## config.mk

```make
export PLATFORM = sky130hd
export DESIGN_NAME = coin_sequencer
export DESIGN_NICKNAME = d
export VERILOG_FILES = /design/src/rtl/vm_pkg.sv /design/src/rtl/coin_debounce.sv /design/src/rtl/coin_sequencer.sv
export SDC_FILE = /design/constraint.sdc
export NUM_CORES = 1
export LEC_CHECK = 0
export ABC_AREA = 1
export BUFFER_PORTS_ARGS = -buffer_cell sky130_fd_sc_hd__buf_4
export CORE_AREA = 2 2 70 72
export DETAILED_ROUTE_END_ITERATION = 12
export DIE_AREA = 0 0 72 74
export GPL_TIMING_DRIVEN = 0
export PLACE_DENSITY = 0.65
export SLEW_MARGIN = 10
export SYNTH_ARGS = -nofsm -noshare
export SYNTH_HDL_FRONTEND = slang
export SYNTH_SLANG_ARGS = --single-unit
```

## constraint.sdc

```tcl
create_clock -name clk -period 4.1 [get_ports clk]
set_clock_uncertainty 0.15 [all_clocks]
set_input_delay 1.23 -clock clk [delete_from_list [all_inputs] [get_ports clk]]
set_output_delay 1.23 -clock clk [all_outputs]
set_load 0.01 [all_outputs]
```

## src/rtl/vm_pkg.sv

```systemverilog
// vm_pkg
// Shared definitions for the water-bottle vending machine.
// The 2-bit coin codes are common to the coin sequencer and the
// vending-machine FSM. The sequencer state type is defined here as well.
package vm_pkg;

    localparam logic [1:0] COIN_NONE = 2'b00;
    localparam logic [1:0] COIN_5    = 2'b01;
    localparam logic [1:0] COIN_10   = 2'b10;

    typedef enum logic [1:0] {
        IDLE    = 2'b00,
        COLLECT = 2'b01,
        BURST   = 2'b10
    } seq_state_t;

endpackage

```

## src/rtl/coin_debounce.sv

```systemverilog
// coin_debounce
// Conditions one raw coin-sensor line: a 2-flop synchroniser, then a
// debounce counter that moves the debounced level only after
// DEBOUNCE_CYCLES consecutive samples disagree with it. It then emits a
// one-cycle pulse on every debounced 0->1 transition.
// Ports:
//   clk   - system clock, rising edge
//   rst   - synchronous, active-low reset
//   raw   - asynchronous, bouncy sensor input
//   pulse - one-cycle coin event on the debounced rising edge
module coin_debounce #(
    parameter int DEBOUNCE_CYCLES = 4
) (
    input  logic clk,
    input  logic rst,
    input  logic raw,
    output logic pulse
);

    localparam int CW = $clog2(DEBOUNCE_CYCLES + 1);
    localparam logic [CW-1:0] CNT_LAST = CW'(DEBOUNCE_CYCLES - 1);

    logic          sync1;
    logic          sync2;
    logic          level;
    logic          level_d;
    logic [CW-1:0] cnt;

    // The synchroniser, the debounce counter and the delayed level used
    // for edge detection.
    // The counter holds the number of consecutive samples that disagree
    // with the current level. A sample that agrees with the level, which
    // happens on every bounce back, clears the counter. The sample that
    // would bring the count to DEBOUNCE_CYCLES commits the new level.
    always_ff @(posedge clk) begin
        if (!rst) begin
            sync1   <= 1'b0;
            sync2   <= 1'b0;
            level   <= 1'b0;
            level_d <= 1'b0;
            cnt     <= '0;
        end else begin
            sync1   <= raw;
            sync2   <= sync1;
            level_d <= level;
            if (sync2 == level) begin
                cnt <= '0;
            end else if (cnt == CNT_LAST) begin
                level <= sync2;
                cnt   <= '0;
            end else begin
                cnt <= cnt + 1'b1;
            end
        end
    end

    assign pulse = level & ~level_d;

endmodule

```

## src/rtl/coin_sequencer.sv

```systemverilog
// coin_sequencer
// Front end of the vending machine. It debounces the Rs. 5 and Rs. 10
// sensors and queues the accepted coins in a small FIFO. When the
// transaction closes on an idle timeout or a full queue, it replays the
// queued coins to the vending-machine FSM on consecutive cycles. One
// no-coin cycle follows the replay.
// Ports:
//   clk         - system clock, rising edge
//   rst         - synchronous, active-low reset
//   coin_5_raw  - raw Rs. 5 sensor
//   coin_10_raw - raw Rs. 10 sensor
//   vm_in       - registered coin code to the FSM (00 none, 01 Rs5, 10 Rs10)
//   busy        - high while collecting or replaying
//   coin_reject - one-cycle pulse to the return-chute solenoid
//   fifo_count  - current queue occupancy
module coin_sequencer
    import vm_pkg::*;
#(
    parameter int DEBOUNCE_CYCLES = 4,
    parameter int TIMEOUT_CYCLES  = 16,
    parameter int FIFO_DEPTH      = 4
) (
    input  logic                          clk,
    input  logic                          rst,
    input  logic                          coin_5_raw,
    input  logic                          coin_10_raw,
    output logic [1:0]                    vm_in,
    output logic                          busy,
    output logic                          coin_reject,
    output logic [$clog2(FIFO_DEPTH):0]   fifo_count
);

    localparam int PW = $clog2(FIFO_DEPTH) + 1;
    localparam int AW = PW - 1;
    localparam int TW = $clog2(TIMEOUT_CYCLES + 1);
    localparam logic [TW-1:0] T_LAST = TW'(TIMEOUT_CYCLES - 1);

    logic          ev5;
    logic          ev10;
    logic          ev_one;
    logic          ev_both;
    logic [1:0]    ev_code;

    logic [1:0]    mem [FIFO_DEPTH];
    logic [PW-1:0] wptr;
    logic [PW-1:0] rptr;
    logic          full;
    logic          empty;
    logic [1:0]    head;

    seq_state_t    state;
    seq_state_t    state_n;
    logic [TW-1:0] tcnt;
    logic [TW-1:0] tcnt_n;
    logic [1:0]    vm_in_n;
    logic          reject_n;
    logic          push;
    logic          pop;

    coin_debounce #(.DEBOUNCE_CYCLES(DEBOUNCE_CYCLES)) u_deb5 (
        .clk   (clk),
        .rst   (rst),
        .raw   (coin_5_raw),
        .pulse (ev5)
    );

    coin_debounce #(.DEBOUNCE_CYCLES(DEBOUNCE_CYCLES)) u_deb10 (
        .clk   (clk),
        .rst   (rst),
        .raw   (coin_10_raw),
        .pulse (ev10)
    );

    assign ev_one  = ev5 ^ ev10;
    assign ev_both = ev5 & ev10;
    assign ev_code = ev5 ? COIN_5 : COIN_10;

    assign full       = (wptr[PW-1] != rptr[PW-1]) && (wptr[AW-1:0] == rptr[AW-1:0]);
    assign empty      = (wptr == rptr);
    assign head       = mem[rptr[AW-1:0]];
    assign fifo_count = wptr - rptr;
    assign busy       = (state != IDLE);

    // Next-state logic and sequencing.
    // vm_in is registered. The edge that enters BURST therefore already
    // loads the FIFO head and pops, so the first coin is visible in the
    // first BURST cycle. Any event is rejected when the queue is full or
    // during BURST, so a push and a pop never coincide.
    // A simultaneous event pair is rejected and counts as an idle cycle
    // for the timeout.
    always_comb begin
        state_n  = state;
        tcnt_n   = tcnt;
        vm_in_n  = COIN_NONE;
        reject_n = 1'b0;
        push     = 1'b0;
        pop      = 1'b0;
        case (state)
            IDLE: begin
                if (ev_both) begin
                    reject_n = 1'b1;
                end else if (ev_one) begin
                    push    = 1'b1;
                    tcnt_n  = '0;
                    state_n = COLLECT;
                end
            end
            COLLECT: begin
                if (full) begin
                    reject_n = ev5 | ev10;
                    vm_in_n  = head;
                    pop      = 1'b1;
                    state_n  = BURST;
                end else if (ev_one) begin
                    push   = 1'b1;
                    tcnt_n = '0;
                end else begin
                    reject_n = ev_both;
                    if (tcnt == T_LAST) begin
                        vm_in_n = head;
                        pop     = 1'b1;
                        state_n = BURST;
                    end else begin
                        tcnt_n = tcnt + 1'b1;
                    end
                end
            end
            BURST: begin
                reject_n = ev5 | ev10;
                if (!empty) begin
                    vm_in_n = head;
                    pop     = 1'b1;
                end else begin
                    state_n = IDLE;
                end
            end
            default: begin
                state_n = IDLE;
            end
        endcase
    end

    // State, timeout counter, queue pointers and registered outputs.
    // A reset flushes the queue by clearing both pointers.
    always_ff @(posedge clk) begin
        if (!rst) begin
            state       <= IDLE;
            tcnt        <= '0;
            wptr        <= '0;
            rptr        <= '0;
            vm_in       <= COIN_NONE;
            coin_reject <= 1'b0;
        end else begin
            state       <= state_n;
            tcnt        <= tcnt_n;
            vm_in       <= vm_in_n;
            coin_reject <= reject_n;
            if (push) begin
                wptr <= wptr + 1'b1;
            end
            if (pop) begin
                rptr <= rptr + 1'b1;
            end
        end
    end

    // Queue storage. Stale entries are harmless because the pointers
    // define what is valid, so the storage has no reset.
    always_ff @(posedge clk) begin
        if (rst && push) begin
            mem[wptr[AW-1:0]] <= ev_code;
        end
    end

    // The sequencing never requests a push and a pop in the same cycle.
    always_ff @(posedge clk) begin
        if (rst) begin
            a_no_push_pop: assert (!(push && pop));
        end
    end

endmodule
```

Word-level counts from Yosys, hierarchy flattened
Memory sizes are Yosys's and may differ from the RTL's. A register that Yosys moved wholly into a read port is not among the register bits. Index checks and enable logic that the tools add are counted.

Memories: 1. Bits in registers: 30. Memory bits (read-only): 0. Word-level logic and storage cells: 97. Bits in latches: 0. Output and inout bits: 7. Bits in writable memories: 8.

Bitwise operators: 10. Div/mod/pow operators: 0. Order comparisons: 0. Equality and inequality tests: 17. Add/subtract/negate cells: 6. Multiply operators: 0. Mux-type cells: 36. Reduce and logical (&&, ||, !) cells: 11. Shift operators: 0.

Memories: mem (words 4, width 2, rd ports 1, clocked after Yosys merged registers in 1, wr ports 1, line coin_sequencer.sv:44) `logic [1:0] mem [FIFO_DEPTH];`.

Operators with widths (count): 2-bit two-way mux (13); 5-bit two-way mux (5); 3-bit by 1-bit adder with 3-bit output (second input constant) (4); 1-bit two-way mux (12); 5-bit case mux with 2 select lines (1); 5-bit AND reduction (2); 3-bit != test (second input constant) (3); 2-bit != test (second input constant) (4); 3-bit by 2-bit equality test with 1-bit output (second input constant) (2); 2-bit case mux with 3 select lines (1); 3-bit OR reduction (2); 5-bit by 1-bit adder with 5-bit output (second input constant) (1); 5-bit by 4-bit equality test with 1-bit output (second input constant) (1); 1-bit NOT (5); 1-bit case mux with 2 select lines (2); 2-bit case mux with 2 select lines (1); 2-bit AND reduction (2); 2-bit nonzero test (2); 1-bit AND (3); 3-bit equality test (1); 1-bit case mux with 3 select lines (1); 3-bit subtractor (1); 1-bit equality test (2); 2-bit by 1-bit equality test with 1-bit output (second input constant) (1); other kinds (7) (8).

Longest topological paths before layout
Depth in word-level cells: 9. Depth in mapped cells: 11. Gate-level depth less buffers: 11.

By module
A second synthesis with hierarchy kept.

Cell total of the unflattened synthesis: 239. Area total of the unflattened synthesis: 1985.7 um^2.

Modules (own cells, without submodules): coin_sequencer (area an instance 1475.2 um^2, instances 1, seq. area each 600.6 um^2, cells an instance 179); coin_debounce (area an instance 255.2 um^2, instances 2, seq. area each 140.1 um^2, cells an instance 30).

Least setup slack after synthesis
Ideal clock, no wire load.

Kind: reg-to-output. Start: register wptr[0]. End: output port fifo_count[2]. Path slack: 1.465 ns. Data required time: 2.720 ns. Arrival time: 1.255 ns. Path buffers: 0. Stages on the path, launching flop included: 5. Cell sequence: dfxtp_1 inv_1 ha_1 fa_1 xor2_1.

Cells in the longest elaborated chain, start to end: 1.

Ends and longest elaborated chain: start, declared (line coin_sequencer.sv:45) `logic [PW-1:0] wptr;`; start signal, assigned (line coin_sequencer.sv:159) `wptr <= wptr + 1'b1;`; 3-bit subtractor (line coin_sequencer.sv:81) `assign fifo_count = wptr - rptr;`; end, declared (line coin_sequencer.sv:30) `output logic [$clog2(FIFO_DEPTH):0] fifo_count`.

Every way passes these cells.

Final worst setup path
Same ends and word-level chain as after synthesis.

==> results_dict.tcl <==
set metrics [dict create \
    status "finished clean" \
    synth_cells 235 \
    syn-mean-instance-area_um2 8.53 \
    clk_path_buf_depth 2 \
    die_height_um 74 \
    drive_above_1_share_pct 17.8 \
    layout_commonest_cell "inv_1" \
    syn_nets 260 \
    xor_and_xnor_area_share_after_synthesis_pct 1.75 \
    fmax_mhz 327 \
    netlist.area_leader.share_pct 32.0 \
    vdd.ir_drop.worst_mv 0.413 \
    globalRouteTotalUtil_pct 14.1 \
    grt_max_degree 13 \
    synth_top_cell_by_area "dfxtp_1" \
    yosys.area_share.adder_pct 13.5 \
    worst-r2r-cell-count 8 \
    synth_simple_gate_area_share_pct 22.2 \
    clock_power_share_pct 27.6 \
    critical_path_required_ps 2720 \
    core_area_um2 4600 \
    post_cts_resized 0 \
    power.sequential.fraction_pct 43.5 \
    post_dp_cell_area_um2 2150 \
    cts_setup_buffers 0 \
    cts_hold_buf 0 \
    power_density_nw_per_um2 462 \
    detail_route.iter0.violations 64 \
    boundaryPins 11 \
    netSwitchingPower_mw 0.346 \
    layout.cell_area.non_filler_um2 2250 \
    cts.root.buffer_cell "clkbuf_8" \
    postRouteAntennaNets 0 \
    cts_tree "built" \
    worstPathMaxFanout 4 \
    floorplan.rows 25 \
    clk_transition_reported_paths_ps 70 \
    finalWeightedCongestion 0.745 \
    synth_seq_area_share_pct 43.9 \
    synth.lib_cells_used.distinct 27 \
    final_worst_slack_ps 1040 \
    number_of_global_route_vias_before_repair 1285 \
    combinationalPowerShare_pct 28.8 \
    timing_worst_slew_pin_value_ps 390 \
    critPathKind "flop to primary output" \
    global_route.overflow_total 0 \
    routed_wl_um 3270 \
    grt_antenna_before_repair 0 \
    detail_route.wl_per_cell_um 10.6 \
    floorplan.initialDensity_pct 43.6 \
    hold_viol 0 \
    synth_mux_area_share_pct 0 \
    combinational_family_with_the_most_area_after_synthesis "simple AND/OR/NAND/NOR gates" \
    type_of_the_most_critical_hold_path "flop to flop" \
    finalCriticalPeriod_ps 3060 \
    totalNegativeSetupSlack_ps 0 \
    internal_power_mw 0.693 \
    grt_setup_unrepaired "false" \
    synth-seq-cells 40 \
    final_cell_mix "inv_1 (44), nand2_1 (32), dfxtp_1 (32)" \
    io_buffer_count 10 \
    max_cap_viol_count 0 \
    grt_first_pass_wirelength_um 5640 \
    die_w_um 72 \
    drtPass1Iterations 4 \
    crit_arrival_ps 1680 \
    mappedNetlistArea_um2 2000 \
    max-slew-margin-rel_pct 73.9 \
    place_hpwl_um 2530 \
    dp.cells 299 \
    route.detailed.vias_per_inst 4.54 \
    worstSetupStartpointType "flop" \
    final_min_period_over_clock_period_pct 74.6 \
    synth-compound-area-share_pct 9.18 \
    antenna_cells_inserted 0 \
    syn2layout_area_growth_pct 12.2 \
    clock_insertion_delay_worst_skew_ps 290 \
    power.switching_fraction_pct 33.3 \
    nets 277 \
    finish.cell_count_without_fillers 307 \
    hold-path-cell-count 2 \
    setup_violations 0 \
    pnr_total_power_mw 1.04 \
    dp_slack_ps 1340 \
    critical_path.endpoint_type "primary output" \
    p_leak_nw 1.04 \
    route.detailed.drc 0 \
    tritoncts.num_buffers 5 \
    synth-warning-count 0 \
    timing_max_transition_violations_final 0 \
    tritoncts_num_sinks 40 \
    dieArea_um2 5330 \
    dr_total_vias 1394 \
    htree_depth 2 \
    post_synth_main_area_contributors "dfxtp_1 (32%), ha_1 (12%), edfxtp_1 (12%), inv_1 (8.2%), nand2_1 (6.0%)" \
]
[cell type report]
type,count,area (um2)
fillers,454,2350
multi-input cells,146,935
flip-flops and latches,40,881
inverters,47,176
clock buffers,7,97.6
repair buffers,10,75.1
well taps,54,67.6
plain buffers,2,12.5
clock inverters,1,5.00
[per-stage QoR]
| step | utilization [%] | hold WS [ps] |
|---|---|---|
| final | 48.9 | 269 |
| after global routing | 48.9 | 292 |
| after CTS | 48.9 | 275 |
| after detailed placement | 46.7 | 256 |
| after global placement | 46.7 | 247 |
| after floorplan | - | 240 |
[cells by family (layout without fill, tap and decap cells)]
family          count (synthesis)  after routing
compound gates                 30             30
xor+xnor                        4              4
fa+ha+maj                      21             21
buf+inv                        49             67
flops                          40             40
simple gates                   91             91
[final timing paths]
| path | to | from | slack [ps] |
|---|---|---|---|
| max | fifo_count[2] | wptr[0]$_SDFFE_PN0P_ | 1040 |
| min | u_deb5.sync2$_SDFF_PN0_ | u_deb5.sync1$_SDFF_PN0_ | 270 |
| max reg2reg | tcnt[4]$_SDFFE_PN0P_ | u_deb5.level$_SDFFE_PN0P_ | 2030 |
| min reg2reg | u_deb5.sync2$_SDFF_PN0_ | u_deb5.sync1$_SDFF_PN0_ | 270 |
[synthesized netlist by cell type]
cell,number
inv_1,44
dfxtp_1,32
nand2_1,32
nor2_1,28
ha_1,20
a21oi_1,15
nand3_1,11
edfxtp_1,8
nand2_2,7
nor2_2,5
o21ai_1,5
xor2_1,4
inv_2,3
nand2_4,3
o21ai_0,3
a21oi_2,2
nand3_2,2
o211ai_1,2
a21oi_4,1
a32oi_1,1
buf_2,1
buf_4,1
fa_1,1
nand3_4,1
nand3b_1,1
nor2_4,1
o21bai_2,1
[metal layers]
layer / global-route usage, % / up-vias / share of wire (%)
met5: 0 / - / 0
met4: 6.29 / 0 / 2.0
met3: 4.07 / 6 / 2.8
met2: 23.4 / 11 / 47
met1: 17.1 / 607 / 48
li1: - / 770 / -
[registers in the layout (all words and copies together) (netlist names), 2 cells and up, named ones only]
| name | count |
|---|---|
| u_deb10.cnt | 3 |
| state | 2 |
| tcnt | 5 |
| mem | 8 |
| wptr | 3 |
| u_deb5.cnt | 3 |
| rptr | 3 |
| vm_in | 2 |
[worst max-delay path, cell delays in order, from the launching register on]
cell	delay (ps)
dfxtp_1	380
inv_1	110
ha_1	220
fa_1	380
xor2_1	170
buf_4	140
[power by group through the flow]
stage,Combinational (mW),Sequential (mW),Clock (mW)
after floorplan,0.235,0.457,0
after global placement,0.291,0.461,0
after detailed placement,0.297,0.462,0
after CTS,0.299,0.453,0.300
after global routing,0.341,0.459,0.315
final,0.300,0.453,0.287
Power figures use the tool's default switching activity.
